**src/rtl/dual_rail_tx_arbiter.sv**
```systemverilog
// Round-robin arbiter driving one dual-rail link from NUM_REQ synchronous requesters.
// Tokens are two-phase (transition) or four-phase (return-to-zero), completed on a synced ack.
module dual_rail_tx_arbiter #(
   parameter string       ENC         = "TP",
   parameter int unsigned WIDTH       = 8,
   parameter int unsigned NUM_REQ     = 4,
   parameter int unsigned SYNC_STAGES = 2,
   parameter int unsigned TIMEOUT     = 1023
) (
   input  logic                         clk,
   input  logic                         rst,
   input  logic [NUM_REQ-1:0]           req,
   input  logic [NUM_REQ*WIDTH-1:0]     data,
   output logic [NUM_REQ-1:0]           gnt,
   output logic [2*WIDTH-1:0]           out,
   input  logic                         ack,
   output logic                         busy,
   output logic [$clog2(NUM_REQ)-1:0]   grant_id,
   output logic                         timeout_err
);

   localparam int unsigned IDW = $clog2(NUM_REQ);
   localparam int unsigned CW  = (TIMEOUT > 0) ? $clog2(TIMEOUT + 1) : 1;
   localparam bit          IS_TP = (ENC == "TP");
   localparam logic [IDW-1:0] LAST_ID  = IDW'(NUM_REQ - 1);
   localparam logic [CW-1:0]  CNT_MAX  = CW'(TIMEOUT);
   localparam logic [CW-1:0]  CNT_LAST = CW'(TIMEOUT - 1);

   if (!(ENC == "TP" || ENC == "FP")) begin : g_bad_enc
      $fatal(1, "dual_rail_tx_arbiter: ENC must be TP or FP");
   end
   if (NUM_REQ < 2) begin : g_bad_num_req
      $fatal(1, "dual_rail_tx_arbiter: NUM_REQ must be >= 2");
   end
   if (SYNC_STAGES < 2) begin : g_bad_sync
      $fatal(1, "dual_rail_tx_arbiter: SYNC_STAGES must be >= 2");
   end

   typedef enum logic [1:0] {
      StIdle,
      StWait,
      StWaitHi,
      StWaitLo
   } state_e;

   state_e                 state_q;
   logic [SYNC_STAGES-1:0] ack_sync_q;
   logic                   ack_phase_q;
   logic [IDW-1:0]         ptr_q;
   logic [NUM_REQ-1:0]     gnt_q;
   logic [2*WIDTH-1:0]     out_q;
   logic                   busy_q;
   logic [IDW-1:0]         grant_id_q;
   logic                   timeout_err_q;
   logic [CW-1:0]          wait_cnt_q;

   logic                   ack_s;
   logic                   found;
   logic [IDW-1:0]         pick;
   int unsigned            scan_idx;
   logic [WIDTH-1:0]       word;
   logic [2*WIDTH-1:0]     tok;
   logic                   wait_done;

   assign ack_s = ack_sync_q[SYNC_STAGES-1];

   // Scan from the pointer so the last winner ends up with the lowest priority.
   always_comb begin
      found    = 1'b0;
      pick     = '0;
      scan_idx = 0;
      for (int unsigned j = 0; j < NUM_REQ; j++) begin
         scan_idx = (32'(ptr_q) + j) % NUM_REQ;
         if (!found && req[scan_idx]) begin
            found = 1'b1;
            pick  = scan_idx[IDW-1:0];
         end
      end
   end

   always_comb begin
      word = data[pick*WIDTH +: WIDTH];
      tok  = '0;
      for (int unsigned i = 0; i < WIDTH; i++) begin
         tok[2*i +: 2] = word[i] ? 2'b10 : 2'b01;
      end
   end

   always_comb begin
      wait_done = 1'b0;
      unique case (state_q)
         StWait:   wait_done = (ack_s != ack_phase_q);
         StWaitHi: wait_done = ack_s;
         StWaitLo: wait_done = !ack_s;
         default:  wait_done = 1'b0;
      endcase
   end

   always_ff @(posedge clk) begin
      if (rst) begin
         state_q       <= StIdle;
         ack_sync_q    <= '0;
         ack_phase_q   <= 1'b0;
         ptr_q         <= '0;
         gnt_q         <= '0;
         out_q         <= '0;
         busy_q        <= 1'b0;
         grant_id_q    <= '0;
         timeout_err_q <= 1'b0;
         wait_cnt_q    <= '0;
      end else begin
         ack_sync_q <= {ack_sync_q[SYNC_STAGES-2:0], ack};
         gnt_q      <= '0;

         unique case (state_q)
            StIdle: begin
               if (found) begin
                  gnt_q[pick] <= 1'b1;
                  grant_id_q  <= pick;
                  ptr_q       <= (pick == LAST_ID) ? '0 : pick + 1'b1;
                  out_q       <= IS_TP ? (out_q ^ tok) : tok;
                  busy_q      <= 1'b1;
                  wait_cnt_q  <= '0;
                  state_q     <= IS_TP ? StWait : StWaitHi;
               end
            end
            StWait: begin
               if (wait_done) begin
                  ack_phase_q <= ~ack_phase_q;
                  busy_q      <= 1'b0;
                  state_q     <= StIdle;
               end
            end
            StWaitHi: begin
               if (wait_done) begin
                  out_q   <= '0;
                  state_q <= StWaitLo;
               end
            end
            StWaitLo: begin
               if (wait_done) begin
                  busy_q  <= 1'b0;
                  state_q <= StIdle;
               end
            end
            default: begin
               busy_q  <= 1'b0;
               state_q <= StIdle;
            end
         endcase

         // Counter restarts on every state change; the token stays on the link after a timeout.
         if (TIMEOUT != 0 && state_q != StIdle) begin
            if (wait_done) begin
               wait_cnt_q <= '0;
            end else begin
               if (wait_cnt_q != CNT_MAX) begin
                  wait_cnt_q <= wait_cnt_q + 1'b1;
               end
               if (wait_cnt_q == CNT_LAST) begin
                  timeout_err_q <= 1'b1;
               end
            end
         end
      end
   end

   assign gnt         = gnt_q;
   assign out         = out_q;
   assign busy        = busy_q;
   assign grant_id    = grant_id_q;
   assign timeout_err = timeout_err_q;

endmodule

```
**config.mk**
```make
export PLATFORM = sky130hd
export DESIGN_NAME = dual_rail_tx_arbiter
export DESIGN_NICKNAME = d
export VERILOG_FILES = /design/src/rtl/dual_rail_tx_arbiter.sv
export SDC_FILE = /design/constraint.sdc
export NUM_CORES = 1
export LEC_CHECK = 0
export CELL_PAD_IN_SITES_DETAIL_PLACEMENT = 0
export CELL_PAD_IN_SITES_GLOBAL_PLACEMENT = 1
export CORE_ASPECT_RATIO = 1.5
export CORE_MARGIN = 5
export CORE_UTILIZATION = 39
export CTS_CLUSTER_DIAMETER = 150
export DETAILED_ROUTE_END_ITERATION = 16
export PLACE_DENSITY_LB_ADDON = 0.08
export SYNTH_ARGS = -nofsm -noshare
export SYNTH_HDL_FRONTEND = slang
export SYNTH_SLANG_ARGS = --single-unit
```
**constraint.sdc**
```tcl
create_clock -name clk -period 5.8 [get_ports clk]
set_input_delay 0.58 -clock clk [delete_from_list [all_inputs] [get_ports clk]]
set_output_delay 0.58 -clock clk [all_outputs]
set_load 0.1 [all_outputs]
```
# After elaboration in Yosys (flattened, before gate mapping)

Cells that the tools add are included.

Bits of input ports: 39
Bits in registers: 41

$lt $le $gt $ge: 6
Reduce and logical (&&, ||, !) cells: 20
Bitwise gates (word level): 5
Eq/ne operators: 10
Shift-type cells: 1
Muxes and demuxes: 43
Add/sub/neg operators: 5

Operators with widths:

| cell                    | count |
|---|---|
| $mux W10                | 5 |
| $mux W16                | 2 |
| $mux W2                 | 16 |
| $pmux W16 S2            | 1 |
| $shiftx A32 B6 Y8       | 1 |
| $xor A16 B16 Y16        | 1 |
| $lt A2 B3 Y1 const B    | 5 |
| $reduce_and A3 Y1       | 4 |
| $mux W1                 | 11 |
| $add A10 B1 Y10 const B | 1 |
| $eq A10 B10 Y1 const B  | 1 |
| $ne A10 B10 Y1 const B  | 1 |
| $bmux W1 S2             | 4 |
| $eq A2 B2 Y1 const B    | 3 |
| $pmux W2 S3             | 1 |
| $reduce_bool A2 Y1      | 3 |
| $add A2 B1 Y2 const B   | 2 |
| $add A2 B2 Y2 const B   | 2 |
| $logic_and A1 B1 Y1     | 4 |
| $logic_not A1 Y1        | 4 |
| $ne A2 B2 Y1 const B    | 2 |
| $not A1 Y1              | 4 |
| $reduce_and A2 Y1       | 2 |
| $pmux W1 S3             | 1 |
| other kinds (9)         | 9 |

# Longest topological paths before layout

Word-level depth: 17
Depth in mapped cells: 9
Mapped depth without buffers: 7

# Worst setup path after synthesis

Ideal clock, no wire load.

Kind: in2reg
From: input port req[1]
To: register ptr_q[1]
Setup time: 0.128 ns
Buffers on the path: 2
Stages on the path: 9
Data arrival time: 2.017 ns
Required time: 5.672 ns
Path slack: 3.655 ns
Cell sequence: nor2_1 -> and4b_1 -> buf_2 -> buf_2 -> nor2_1 -> inv_1 -> ha_1 -> mux2i_1 -> nor2_1

Word-level cells in the longest chain between the ends: 14

RTL lines:

| element                                       | line | RTL |
|---|---|---|
| from (decl)                                   | 12   | `input logic [NUM_REQ-1:0] req,` |
| $bmux W1 S2                                   | 74   | `if (!found && req[scan_idx]) begin` |
| $mux W1 (not written as such)                 | 74   |  |
| $mux W1                                       | 74   |  |
| $logic_not A1 Y1                              | 74   |  |
| $logic_and A1 B1 Y1                           | 74   |  |
| $mux W1                                       | 74   |  |
| $logic_not A1 Y1                              | 74   |  |
| $logic_and A1 B1 Y1                           | 74   |  |
| $mux W1                                       | 74   |  |
| $logic_not A1 Y1                              | 74   |  |
| $logic_and A1 B1 Y1                           | 74   |  |
| $mux W2 (*)                                   | 74   |  |
| net pick[0]                                   | 59   | `logic [IDW-1:0] pick;` |
| $add A2 B1 Y2 or $eq A2 B2 Y1 (tied branches) | 120  | `ptr_q <= (pick == LAST_ID) ? '0 : pick + 1'b1;` |
| $mux W2 (*)                                   | 120  |  |
| to (signal assigned)                          | 120  |  |
| to (decl)                                     | 49   | `logic [IDW-1:0] ptr_q;` |

The timed path passes the listed nets; every way through them passes the cells marked *. The select of a mux whose other input is x is not followed.
A chain may end at the register's enable or synchronous reset.

# Worst setup path in the final report

From: input port req[0]
To: register out_q[8] (netlist: out[8])

Word-level cells in the longest chain between the ends: 17

RTL lines:

| element                       | line | RTL |
|---|---|---|
| $bmux W1 S2                   | 74   |  |
| $mux W1 (not written as such) | 74   |  |
| $mux W1                       | 74   |  |
| $logic_not A1 Y1              | 74   |  |
| $logic_and A1 B1 Y1           | 74   |  |
| $mux W1                       | 74   |  |
| $logic_not A1 Y1              | 74   |  |
| $logic_and A1 B1 Y1           | 74   |  |
| $mux W1                       | 74   |  |
| $logic_not A1 Y1              | 74   |  |
| $logic_and A1 B1 Y1           | 74   |  |
| $mux W2                       | 74   |  |
| $shiftx A32 B6 Y8             | 82   | `word = data[pick*WIDTH +: WIDTH];` |
| $mux W2                       | 85   | `tok[2*i +: 2] = word[i] ? 2'b10 : 2'b01;` |
| $xor A16 B16 Y16              | 121  | `out_q <= IS_TP ? (out_q ^ tok) : tok;` |
| $mux W16                      | 117  | `if (found) begin` |
| $pmux W16 S2                  | 115  | `unique case (state_q)` |
| to (signal assigned)          | 121  |  |
| to (decl)                     | 51   | `logic [2*WIDTH-1:0] out_q;` |

Several ways; a longest one is shown, not always the timed one. The select of a mux whose other input is x is not followed.

==> results.tsv <==
metric	value	unit
cts_tree	built	
clock_path_buffers	2	
final_cell_mix	clkdlybuf4s50_1, dfxtp_1, a21oi_1	
ant_nets	0	
cp.required	5.94	ns
final_common_cell	clkdlybuf4s50_1	
cp_cell_sequence	clkdlybuf4s50_1, nor2b_1, o21ba_2, o31ai_2, and3b_1, nor3_1, nor3_2	
diodes	0	
cts_max_level	2	
finalWirelength	6590	µm
nets	393	
crit_path_end_kind	register	
vias_per_cell	5.62	
min_period_over_period	48.2	%
first_pass_iters	4	
design.core.area	0.00613	mm²
hold_ws	0.443	ns
post_cts.resized_instances	0	
yosysUniqueCellTypes	48	
critPathMaxFanout	16	
irDropWorstVdd	140	µV
slowest_stage	o31ai_2	
cts_inserted_buffers	5	
syn-num-nets	338	
seq_area_frac_synth	33.6	%
portBuffers	62	
setup_violations	0	
fin_cells	423	
syn_area	0.00244	mm²
dp_cells	415	
syn_inst	293	
slew_viol_final	0	
worstMarginPinSlew	1.03	ns
die_y	107	µm
post_drt_wl_per_cell	15.6	µm
final-hold-violation-count	0	
grt_pass1_vias	2319	
drive_above_1_share	9.46	%
critPathArrivalTime	2.94	ns
place_ws	2.65	ns
synthFlopType	dfxtp_1	
final_area	0.00321	mm²
grt_pass1_wl	10500	µm
leakagePower	1.22	nW
grt-ovfl-total	0	
cts_setup_buffers	0	
pin_count	63	
synth_edf_count	0	
grt_antenna_before_repair	0	
relSlewSlack	31.2	%
synthArstFlopShare	0	%
yosys_warnings	0	
max_cap_violations	0	
cpPeakStageDelay	0.85	ns
cts_num_sinks	41	
die_x	74.6	µm
yosys_register_bits	41	
start_kind	input port	
place_area	0.00309	mm²
clk_latency	0.29	ns
vias	2376	
drc	0	
clock_skew	0.00768	ns
power	1.06	mW
setup_ws	3.00	ns
clk_pin_slew	0.08	ns
start_util	39.8	%
outcome	finished, final reports clean	
syn_to_final_growth	31.6	%
fin_setup_tns	0	ns
grt_max_degree	24	
crit_buf_inv	1	
period_minus_slack	2.80	ns
track_usage	16.5	%
dr.first_iter.drc_count	77	
gp_congestion	0.812	
clock.fmax	357	MHz
hpwl	4930	µm
crit_family	compound AO/OA/AOI/OAI gates	
cts_root_buffer	clkbuf_8	
grt_setup_unrepaired	false	
pwr_density_cell	330	mW/mm²
die_area	0.00798	mm²
syn_avg_cell_area	8.34	µm²
holdBufCountCts	0	
row_count	35	
post-route-util	52.4	%
hold_class	reg -> reg	
path_class	in -> reg	
sequential cells by signal, summed over array words and instances (netlist names):
register and cells:
gnt 4, timeout_err 1, ptr_q 2, out 16, state_q 2, busy 1
wait_cnt_q 10, grant_id 2, ack_phase_q 1, ack_sync_q 2
area by class of cell:
class / instances / area (µm²)
clock buffer: 6 / 82.6
clock inverter: 2 / 37.5
fill: 617 / 2920
inverter: 5 / 18.8
multi-input combinational: 232 / 1530
sequential: 41 / 821
tap: 74 / 92.6
timing repair buffer: 63 / 628
per-layer routing:
metal  GRT usage, %  up-vias  part of all wire, %
met5              0        -                    0
met4           5.09        0                  1.6
met3           2.81        9                  5.1
met2           30.1       49                   53
met1           18.9     1118                   41
li1               -     1200                    -
worst paths after layout:
kind	slack (ns)	startpoint	to	cells after the start
max reg2reg	3.43	ptr_q[1]	out[8]	6
min	0.44	ack_sync_q[0]	ack_sync_q[1]	1
min reg2reg	0.44	ack_sync_q[0]	ack_sync_q[1]	1
max	3.00	req[0]	out[8]	7
report_power, final:
part | leakage (nW) | switching [mW] | internal [mW]
Clock | 0.0574 | 0.104 | 0.140
Combinational | 0.822 | 0.329 | 0.147
Sequential | 0.337 | 0.0265 | 0.314
synth_stat cells, types with 2 or more instances:
cell | instances | area share, %
dfxtp_1 | 41 | 34
a21oi_1 | 25 | 5.1
nor3_1 | 21 | 4.3
nor2_1 | 18 | 2.8
and3b_1 | 16 | 5.7
nand3_1 | 16 | 3.3
o21ai_0 | 15 | 3.1
o21ai_1 | 12 | 2.5
nand2_1 | 10 | 1.5
nor3_2 | 8 | 3.3
o21a_1 | 8 | 2.5
a31oi_1 | 7 | 1.8
buf_2 | 7 | 1.4
clkbuf_1 | 7 | 1.1
and2_1 | 6 | 1.5
ha_1 | 6 | 3.1
nor3b_1 | 6 | 1.8
a211oi_1 | 5 | 1.5
inv_1 | 5 | 0.77
nand2b_1 | 5 | 1.3
nor2b_1 | 5 | 1.3
nand3_2 | 4 | 1.6
nor3b_2 | 4 | 2.0
a21boi_0 | 3 | 0.92
a31o_2 | 3 | 1.1
and3_1 | 3 | 0.77
a21o_1 | 2 | 0.61
and4_1 | 2 | 0.72
nand4_1 | 2 | 0.51
nor4_4 | 2 | 1.7
o21bai_1 | 2 | 0.61
kinds of logic after synthesis:
logic type	count (synthesis)	share of synthesized area, %
xor gates and xnor gates	1	0.359
AOI/OAI and AO/OA	92	23.2
and+or+nand+nor	132	35.6
DFF	41	33.6
buffers and inverters	20	3.74
adders and majority gates	6	3.07
muxes	1	0.410
Note: power is estimated with default switching activity, not from simulation.
